--- src/rtl/lc3b_wait_mem.sv ---
// ---------------------------------------------------------------------------
// lc3b_wait_mem
//   Word-organised memory model with a programmable number of wait states,
//   serving the LC-3b multicycle memory port. One mem_read/mem_write request
//   is accepted at a time. Completion is signalled by a one-cycle mem_resp
//   pulse LATENCY cycles after the edge that sampled the request.
//
//   Parameters
//     ADDR_WIDTH   byte-address width (bit 0 ignored)
//     DEPTH_WORDS  number of 16-bit words; word index = mem_address[ADDR_WIDTH-1:1]
//     LATENCY      request-sampling edge to mem_resp cycle, >= 1
//
//   Ports
//     clk              rising-edge clock
//     rst_n            asynchronous active-low reset (array contents kept)
//     mem_read         read request, held until mem_resp
//     mem_write        write request, held until mem_resp
//     mem_byte_enable  write lanes: [0] -> data[7:0], [1] -> data[15:8]
//     mem_address      byte address
//     mem_wdata        write data
//     mem_rdata        registered read data, held until the next read completes
//     mem_resp         one-cycle completion pulse
//     mem_err          error flag aligned with mem_resp
//
//   Optional feature macro: LC3B_MEM_ERR_EN
//     defined   -> mem_err=1 in the response cycle of an out-of-range access
//                  or a simultaneous read+write request
//     undefined -> mem_err tied low, no error logic
// ---------------------------------------------------------------------------
module lc3b_wait_mem #(
    parameter int ADDR_WIDTH  = 16,
    parameter int DEPTH_WORDS = 256,
    parameter int LATENCY     = 3
) (
    input  logic                  clk,
    input  logic                  rst_n,
    input  logic                  mem_read,
    input  logic                  mem_write,
    input  logic [1:0]            mem_byte_enable,
    input  logic [ADDR_WIDTH-1:0] mem_address,
    input  logic [15:0]           mem_wdata,
    output logic [15:0]           mem_rdata,
    output logic                  mem_resp,
    output logic                  mem_err
);

    localparam logic [1:0] S_IDLE = 2'd0;
    localparam logic [1:0] S_WAIT = 2'd1;
    localparam logic [1:0] S_RESP = 2'd2;

    localparam int CW = (LATENCY > 1) ? $clog2(LATENCY) : 1;
    localparam int IW = (DEPTH_WORDS > 1) ? $clog2(DEPTH_WORDS) : 1;
    localparam logic [ADDR_WIDTH-1:0] WORD_LIMIT = ADDR_WIDTH'(DEPTH_WORDS);

    logic [15:0]   mem [DEPTH_WORDS];

    logic [1:0]    state;
    logic [CW-1:0] cnt;

    logic          lat_read;
    logic          lat_write;
    logic [1:0]    lat_be;
    logic [15:0]   lat_wdata;
    logic [IW-1:0] lat_idx;
    logic          lat_in_range;

    logic          req;
    logic          in_range_now;
    logic [IW-1:0] idx_now;
    logic          enter_resp;
    logic          rd_go;
    logic [IW-1:0] rd_idx;
    logic          rd_ok;
    logic [15:0]   rd_data;

    // Bit 0 selects a byte within the word and plays no part in word access.
    logic          unused_addr_bit;
    assign unused_addr_bit = mem_address[0];

    assign req          = mem_read | mem_write;
    assign in_range_now = {1'b0, mem_address[ADDR_WIDTH-1:1]} < WORD_LIMIT;
    assign idx_now      = mem_address[IW:1];

    // With LATENCY==1 the edge that samples the request is also the edge that
    // enters RESP, so the read must be sourced from the live inputs rather
    // than the latched copy.
    always_comb begin
        enter_resp = 1'b0;
        rd_go      = 1'b0;
        rd_idx     = lat_idx;
        rd_ok      = lat_in_range;
        if (state == S_IDLE && req && LATENCY == 1) begin
            enter_resp = 1'b1;
            rd_go      = mem_read;
            rd_idx     = idx_now;
            rd_ok      = in_range_now;
        end else if (state == S_WAIT && cnt == CW'(1)) begin
            enter_resp = 1'b1;
            rd_go      = lat_read;
        end
    end

    assign rd_data = rd_ok ? mem[rd_idx] : '0;

    always_ff @(posedge clk or negedge rst_n) begin
        if (!rst_n) begin
            state        <= S_IDLE;
            cnt          <= '0;
            mem_resp     <= 1'b0;
            mem_rdata    <= '0;
            lat_read     <= 1'b0;
            lat_write    <= 1'b0;
            lat_be       <= '0;
            lat_wdata    <= '0;
            lat_idx      <= '0;
            lat_in_range <= 1'b0;
        end else begin
            mem_resp <= enter_resp;
            if (enter_resp && rd_go) begin
                mem_rdata <= rd_data;
            end
            case (state)
                S_IDLE: begin
                    if (req) begin
                        // read+write together is served as a read only
                        lat_read     <= mem_read;
                        lat_write    <= mem_write & ~mem_read;
                        lat_be       <= mem_byte_enable;
                        lat_wdata    <= mem_wdata;
                        lat_idx      <= idx_now;
                        lat_in_range <= in_range_now;
                        cnt          <= CW'(LATENCY - 1);
                        state        <= (LATENCY == 1) ? S_RESP : S_WAIT;
                    end
                end
                S_WAIT: begin
                    cnt <= cnt - 1'b1;
                    if (cnt == CW'(1)) begin
                        state <= S_RESP;
                    end
                end
                S_RESP: begin
                    state <= S_IDLE;
                end
                default: begin
                    state <= S_IDLE;
                end
            endcase
        end
    end

    // Array is never reset; writes commit on the edge leaving RESP, so a reset
    // during WAIT aborts the write cleanly.
    always_ff @(posedge clk) begin
        if (state == S_RESP && lat_write && lat_in_range) begin
            if (lat_be[0]) mem[lat_idx][7:0]  <= lat_wdata[7:0];
            if (lat_be[1]) mem[lat_idx][15:8] <= lat_wdata[15:8];
        end
    end

`ifdef LC3B_MEM_ERR_EN
    logic lat_err;
    logic err_now;
    logic err_src;
    logic err_q;

    assign err_now = (mem_read & mem_write) | ~in_range_now;
    assign err_src = (state == S_IDLE) ? err_now : lat_err;

    always_ff @(posedge clk or negedge rst_n) begin
        if (!rst_n) begin
            lat_err <= 1'b0;
            err_q   <= 1'b0;
        end else begin
            err_q <= enter_resp & err_src;
            if (state == S_IDLE && req) begin
                lat_err <= err_now;
            end
        end
    end

    assign mem_err = err_q;
`else
    assign mem_err = 1'b0;
`endif

endmodule

--- config.mk ---
export PLATFORM = sky130hd
export DESIGN_NAME = lc3b_wait_mem
export DESIGN_NICKNAME = d
export VERILOG_FILES = /design/src/rtl/lc3b_wait_mem.sv
export SDC_FILE = /design/constraint.sdc
export NUM_CORES = 2
export LEC_CHECK = 0
export ABC_CLOCK_PERIOD_IN_PS = 9800
export CORE_UTILIZATION = 48
export DETAILED_ROUTE_END_ITERATION = 6
export GPL_ROUTABILITY_DRIVEN = 0
export GPL_TIMING_DRIVEN = 0
export PLACE_DENSITY_LB_ADDON = 0.08
export SLEW_MARGIN = 20
export SYNTH_ARGS = -nofsm -noshare
export SYNTH_HDL_FRONTEND = slang
export SYNTH_SLANG_ARGS = --single-unit
--- constraint.sdc ---
create_clock -name clk -period 9.8 [get_ports clk]
set_input_delay 0.98 -clock clk [delete_from_list [all_inputs] [get_ports clk]]
set_output_delay 0.98 -clock clk [all_outputs]
set_load 0.01 [all_outputs]
[Word-level counts from Yosys, hierarchy flattened]
Memory sizes are Yosys's and may differ from the RTL's.
Index checks and enable logic that the tools add are counted.
Storage, ports and cells
  word-level logic and storage cells: 44
  memories kept: 1
  register bits after elaboration: 50
  memory bits (writable): 4096
Memories
  mem: words 256, width 16, read ports 1, clocked after Yosys merged registers in 0, wr ports 1, RTL line 55  | logic [15:0] mem [DEPTH_WORDS];
Cells by class
  equality and inequality tests: 5
  bitwise logic cells: 3
  mux-type cells: 14
  reduce and logical (&&, ||, !) cells: 9
  $add $sub $neg: 1
  magnitude comparators: 1
Operator list (number)
  16-bit 2-to-1 mux: 1
  15-bit by 9-bit less-than comparator with 1-bit output, second input constant: 1
  1-bit 2-to-1 mux: 8
  2-bit case mux with 2 select lines: 2
  2-bit 2-to-1 mux: 3
  2-bit AND reduction: 3
  2-bit by 1-bit equality test with 1-bit output, second input constant: 2
  1-bit logical AND: 4
  2-bit equality test, second input constant: 1
  2-bit zero test: 1
  2-bit by 1-bit inequality test with 1-bit output, second input constant: 1
  2-bit inequality test, second input constant: 1
  2-bit nonzero test: 1
  2-bit by 1-bit subtractor with 2-bit output, second input constant: 1
  1-bit AND: 1
  1-bit NOT: 1
  1-bit bitwise OR: 1

[Longest topological paths before layout]
  word-level depth: 5
  depth in mapped cells: 12

[Worst setup path after synthesis]
Ideal clock, no wire load.
  path kind: reg2reg
  start: reg lat_wdata[0]
  end: mem mem[0][0] (data pin)
  required time: 8.997 ns
  setup slack: 5.818 ns
  arrival time: 3.179 ns
  cell stages (with the launch flop): 1
  period minus slack after synthesis: 3.982 ns
  cells stage by stage: dfrtp_1
RTL lines
  start, declared: RTL line 63  | logic [15:0] lat_wdata;
  start signal, assigned: RTL line 129  | lat_wdata <= mem_wdata;
  end, declared: RTL line 55
No word-level cell before the write port.

[Worst setup path after layout]
  start: reg lat_idx[3]
  end: mem mem[123][15] (enable)
RTL lines
  start, declared: RTL line 64  | logic [IW-1:0] lat_idx;
  start signal, assigned: RTL line 130  | lat_idx <= idx_now;
No word-level cell before the write port.

==> qor.log <==
INFO  clock_tree     postCtsSetupBuffers=0
INFO  sta            final_max_slew_viol_count=0
INFO  die            io_pins=56
INFO  grt            grt_util_all_layers=0.317
INFO  grt            groute.layer.met1.usage=0.424
INFO  cells_and_area share_of_post_route_cells_with_drive_strength_above_1=0.236
INFO  sta            timing.slew.headroom=0.0930
INFO  die            core_area=331000um2
INFO  grt            grt_util_met3=0.0902
INFO  worst_setup_path crit_path_end=mem[123][15]$_DFFE_PP_
INFO  sta            timing.final.crit_period=6560ps
INFO  grt            antenna_found_initial=44
INFO  synthesis      cells_after_synthesis=7615
INFO  drt            detailedRoute.firstIterationViolations=12262
INFO  clock_tree     clk_pin_slew_worst_paths=60ps
INFO  worst_setup_path critPathMaxStageDelay=940ps
INFO  worst_setup_path r2r-end=mem[123][15]$_DFFE_PP_
INFO  pwr            total_leakage_power=0.0574uW
INFO  sta            clock.fmax=152MHz
INFO  grt            gr-max-usage-layer=met2
INFO  grt            globalRouteMet2Util=0.479
INFO  sta            finalWorstSetupSlack=3240ps
INFO  drt            drt-total-wl=532mm
INFO  worst_setup_path worstRegToRegCells=9
INFO  clock_tree     clock_tree.buffer_depth=4
INFO  pwr            p_switching=19900uW
INFO  pwr            power.internal=37200uW
INFO  pwr            worst_ir_drop_vdd=0.199mV
INFO  worst_setup_path worst-setup-path-type=reg -> reg
INFO  sta            finalHoldViolations=0
INFO  job            maxCapViolations=0
INFO  sta            slew_at_the_pin_closest_to_its_max_slew_limit=1350ps
INFO  drt            detail_route.wl_per_cell=41.1um
INFO  worst_setup_path timing.critical_path.from_type=flop
INFO  worst_setup_path worst_ep_required_time=10380ps
INFO  worst_setup_path worst_ep_arrival_time=7140ps
INFO  run_status     outcome=finished, final reports clean
INFO  hold_path      worstHoldPathType=in -> async
INFO  clock_tree     cts_repair_resize_count=0
INFO  die            initial_utilization=0.484
INFO  clock_tree     cts.htree.levels=5
INFO  worst_setup_path timing.critical_path.max_delay_family=buffers and inverters
INFO  synthesis      yosys.cell_types.count=69
INFO  worst_setup_path path_depth=9
INFO  synthesis      proportion_of_synthesized_chip_area_in_sequential_cells=0.776
INFO  clock_tree     post_cts_hold_buffer_count=1
INFO  cells_and_area syn2layout_area_growth=14.0%
INFO  grt            via_count_of_the_first_global_routing_pass=82764
INFO  placement      portBuffers=53
INFO  synthesis      synth.top_cell.area_share=0.768
INFO  sta            setup_viol=0
INFO  synthesis      yosys-top-cells-area=sky130_fd_sc_hd__edfxtp_1, sky130_fd_sc_hd__mux4_2, sky130_fd_sc_hd__mux2i_1
INFO  grt            global_route_wire_length_before_repair=711mm
INFO  clock_tree     cts_num_sinks=4146
INFO  pwr            share_seq_of_total_power=0.396
INFO  cells_and_area final_core_utilization=0.551
INFO  grt            maximum_number_of_pins_on_one_net_before_global_route_repair=86
INFO  cells_and_area fillerInstances=25191
INFO  drt            dr_total_vias=85192
INFO  worst_setup_path r2r_setup_slack=3240ps
INFO  synthesis      ys_ff_latch=4146
INFO  synthesis      syn_area=160000um2
INFO  drt            antenna_left=0
INFO  placement      dp_hpwl=376mm
INFO  worst_setup_path slowest_stage=sky130_fd_sc_hd__nand2_1
INFO  pwr            clockPowerShare=0.283
INFO  clock_tree     clock_latency=1000ps
INFO  worst_setup_path cp-startpoint=lat_idx[3]$_DFFE_PN0P_
INFO  sta            final.setup.tns=0ps
INFO  synthesis      synth.yosys.warnings=0
INFO  clock_tree     root_buffer=sky130_fd_sc_hd__clkbuf_16
INFO  worst_setup_path r2r-start=lat_idx[3]$_DFFE_PN0P_
INFO  die            chipHeight=579um
INFO  synthesis      synthesis.area_per_instance=21.0um2
INFO  pwr            pwr-share-comb=0.322
INFO  cells_and_area finish.net_count=8231
INFO  drt            per_cell_via_count_in_the_routed_design=6.58
INFO  worst_setup_path critical_path.cell_chain=buf_2 -> inv_1 -> buf_2 -> buf_2 -> buf_2 -> nor2_1 -> nand2_1 -> clkbuf_2 -> nor2_1
INFO  worst_setup_path critPathCaptureType=flop
INFO  pwr            power-per-cell-area=313nW/um2
INFO  pwr            p_total=57100uW
INFO  clock_tree     cts_buffers=420
INFO  placement      dp_slack=3800ps
INFO  drt            detail_route.drc_violations=0
INFO  worst_setup_path worst-path-max-fanout=12
INFO  die            fp.dieArea=336000um2
INFO  worst_setup_path cpMostUsedCell=sky130_fd_sc_hd__buf_2
INFO  grt            grt_overflow=0
INFO  clock_tree     cts_tree=yes
INFO  pwr            switching_share_of_total_power=0.349
INFO  worst_setup_path cp.buffers_inverters=6
INFO  cells_and_area layout.area.seq=124000um2
INFO  cells_and_area multi_input_comb_area=33500um2
INFO  synthesis      synthesized_net_count=7654
INFO  synthesis      yosys_most_used_dff=sky130_fd_sc_hd__edfxtp_1
INFO  die            rows=211
INFO  synthesis      yosysTopAreaCell=sky130_fd_sc_hd__edfxtp_1
INFO  die            fp.dieW=579um
INFO  drt            drt_pass1_iterations=6
INFO  sta            fin_crit_sh=0.669
INFO  synthesis      synth-async-reset-ratio=0.0121
INFO  synthesis      edff_count_synth=4096
INFO  sta            unrepaired_setup_endpoints_after_global_routing=false
INFO  sta            worst_clock_skew=58.4ps
power by group through the flow:
stage	Combinational, uW	Clock [uW]	Sequential (uW)
3_5_place_dp	18000	0	23000
6_report	18400	16100	22600
5_1_grt	18600	16900	22600
2_1_floorplan	8220	0	24500
3_3_place_gp	14400	0	26900
4_1_cts	18000	16200	22600
worst register-to-register path, stage by stage (launching register included):
cell and delay [ps]:
sky130_fd_sc_hd__dfrtp_1 380, sky130_fd_sc_hd__buf_2 220, sky130_fd_sc_hd__inv_1 810, sky130_fd_sc_hd__buf_2 840, sky130_fd_sc_hd__buf_2 710, sky130_fd_sc_hd__buf_2 750
sky130_fd_sc_hd__nor2_1 240, sky130_fd_sc_hd__nand2_1 940, sky130_fd_sc_hd__clkbuf_2 780, sky130_fd_sc_hd__nor2_1 500
logic make-up after synthesis:
| logic type | Yosys count | share of synthesized area |
|---|---|---|
| compound gates | 710 | 0.0316 |
| fa+ha+maj | 1 | 0.0000782 |
| other cells | 1 | 0.0000234 |
| flops | 4146 | 0.776 |
| mux | 1297 | 0.149 |
| buf+inv | 491 | 0.0164 |
| simple gates | 969 | 0.0271 |
final cells by class:
| type | count | area share |
|---|---|---|
| tap | 4366 | 0.0299 |
| sequential | 4146 | 0.681 |
| clock buffer | 512 | 0.0609 |
| inverter | 6 | 0.000123 |
| buffer | 485 | 0.0146 |
| timing repair buffer | 155 | 0.0151 |
| antenna | 41 | 0.000562 |
| multi-input combinational | 2978 | 0.184 |
| clock inverter | 263 | 0.0137 |
placed cells by master (no fill, tap or decap), types with 34 or more instances in the layout:
| master | netlist | routed |
|---|---|---|
| sky130_fd_sc_hd__clkbuf_1 | 166 | 212 |
| sky130_fd_sc_hd__buf_2 | 180 | 184 |
| sky130_fd_sc_hd__edfxtp_1 | 4096 | 4096 |
| sky130_fd_sc_hd__bufinv_16 | 0 | 44 |
| sky130_fd_sc_hd__a21oi_1 | 48 | 48 |
| sky130_fd_sc_hd__buf_6 | 42 | 42 |
| sky130_fd_sc_hd__nor2_1 | 562 | 552 |
| sky130_fd_sc_hd__nand4_1 | 47 | 47 |
| sky130_fd_sc_hd__a22oi_1 | 149 | 149 |
| sky130_fd_sc_hd__clkdlybuf4s50_1 | 0 | 52 |
| sky130_fd_sc_hd__buf_4 | 60 | 78 |
| sky130_fd_sc_hd__diode_2 | 0 | 41 |
| sky130_fd_sc_hd__clkinv_1 | 0 | 91 |
| sky130_fd_sc_hd__clkbuf_16 | 0 | 428 |
| sky130_fd_sc_hd__dfrtp_1 | 50 | 34 |
| sky130_fd_sc_hd__a31oi_1 | 62 | 62 |
| sky130_fd_sc_hd__nand3_1 | 84 | 80 |
| sky130_fd_sc_hd__o21ai_0 | 81 | 71 |
| sky130_fd_sc_hd__o22ai_1 | 136 | 136 |
| sky130_fd_sc_hd__clkinv_2 | 0 | 91 |
| sky130_fd_sc_hd__nand2_1 | 133 | 118 |
| sky130_fd_sc_hd__mux2i_1 | 408 | 408 |
| sky130_fd_sc_hd__buf_16 | 0 | 59 |
| sky130_fd_sc_hd__mux4_2 | 861 | 861 |
| sky130_fd_sc_hd__a22o_1 | 49 | 49 |
worst min path at each step:
stage / to / cells after the start / startpoint
global route: lat_wdata[0]$_DFFE_PN0P_ / 2 / rst_n
CTS: lat_wdata[4]$_DFFE_PN0P_ / 2 / rst_n
detailed placement: cnt[0]$_DFFE_PN0P_ / 1 / cnt[0]$_DFFE_PN0P_
finish: lat_wdata[4]$_DFFE_PN0P_ / 2 / rst_n
floorplan: cnt[0]$_DFFE_PN0P_ / 1 / cnt[0]$_DFFE_PN0P_
global placement: cnt[1]$_DFFE_PN0P_ / 1 / cnt[1]$_DFFE_PN0P_
metal layers:
layer | part of all wire | vias up
met2 | 0.46 | 5285
met5 | 0.00050 | -
met3 | 0.11 | 1112
li1 | - | 33072
met1 | 0.38 | 45703
met4 | 0.057 | 20
sequential cells by signal (all words and copies together) (netlist names):
| register | count |
|---|---|
| lat_idx | 8 |
| lat_wdata | 16 |
| mem_rdata | 16 |
| lat_write | 1 |
| lat_be | 2 |
| lat_in_range | 1 |
| cnt | 2 |
| lat_read | 1 |
| state | 2 |
| mem_resp | 1 |
| mem | 4096 |
stage by stage:
step           std cells  hold slack, ps  cell area, um2
2_1_floorplan       7615             458          160000
3_3_place_gp       12034             486          166000
3_5_place_dp       12135             495          169000
4_1_cts            12911             408          182000
5_1_grt            12920             439          182000
6_report           12952             452          182000
synth_stat cells, drive strengths merged (3+ instances only):
cell	count
a221oi	36
mux4	861
and2b	3
a31oi	62
nor2	563
nor3	8
dfrtp	50
o31ai	15
nand3	84
clkbuf	166
nor2b	4
a21oi	48
nand4b	3
buf	319
a221o	14
a211oi	17
nor4	47
a22o	49
nand4bb	5
o22ai	136
nand4	47
o211ai	32
a32oi	30
o21ba	14
mux2i	408
and2	3
o21ai	82
nand2b	18
a21boi	14
and3b	20
and3	21
nand2	133
inv	6
a22oi	149
edfxtp	4096
mux2	28
(Power assumes the default switching activity.)
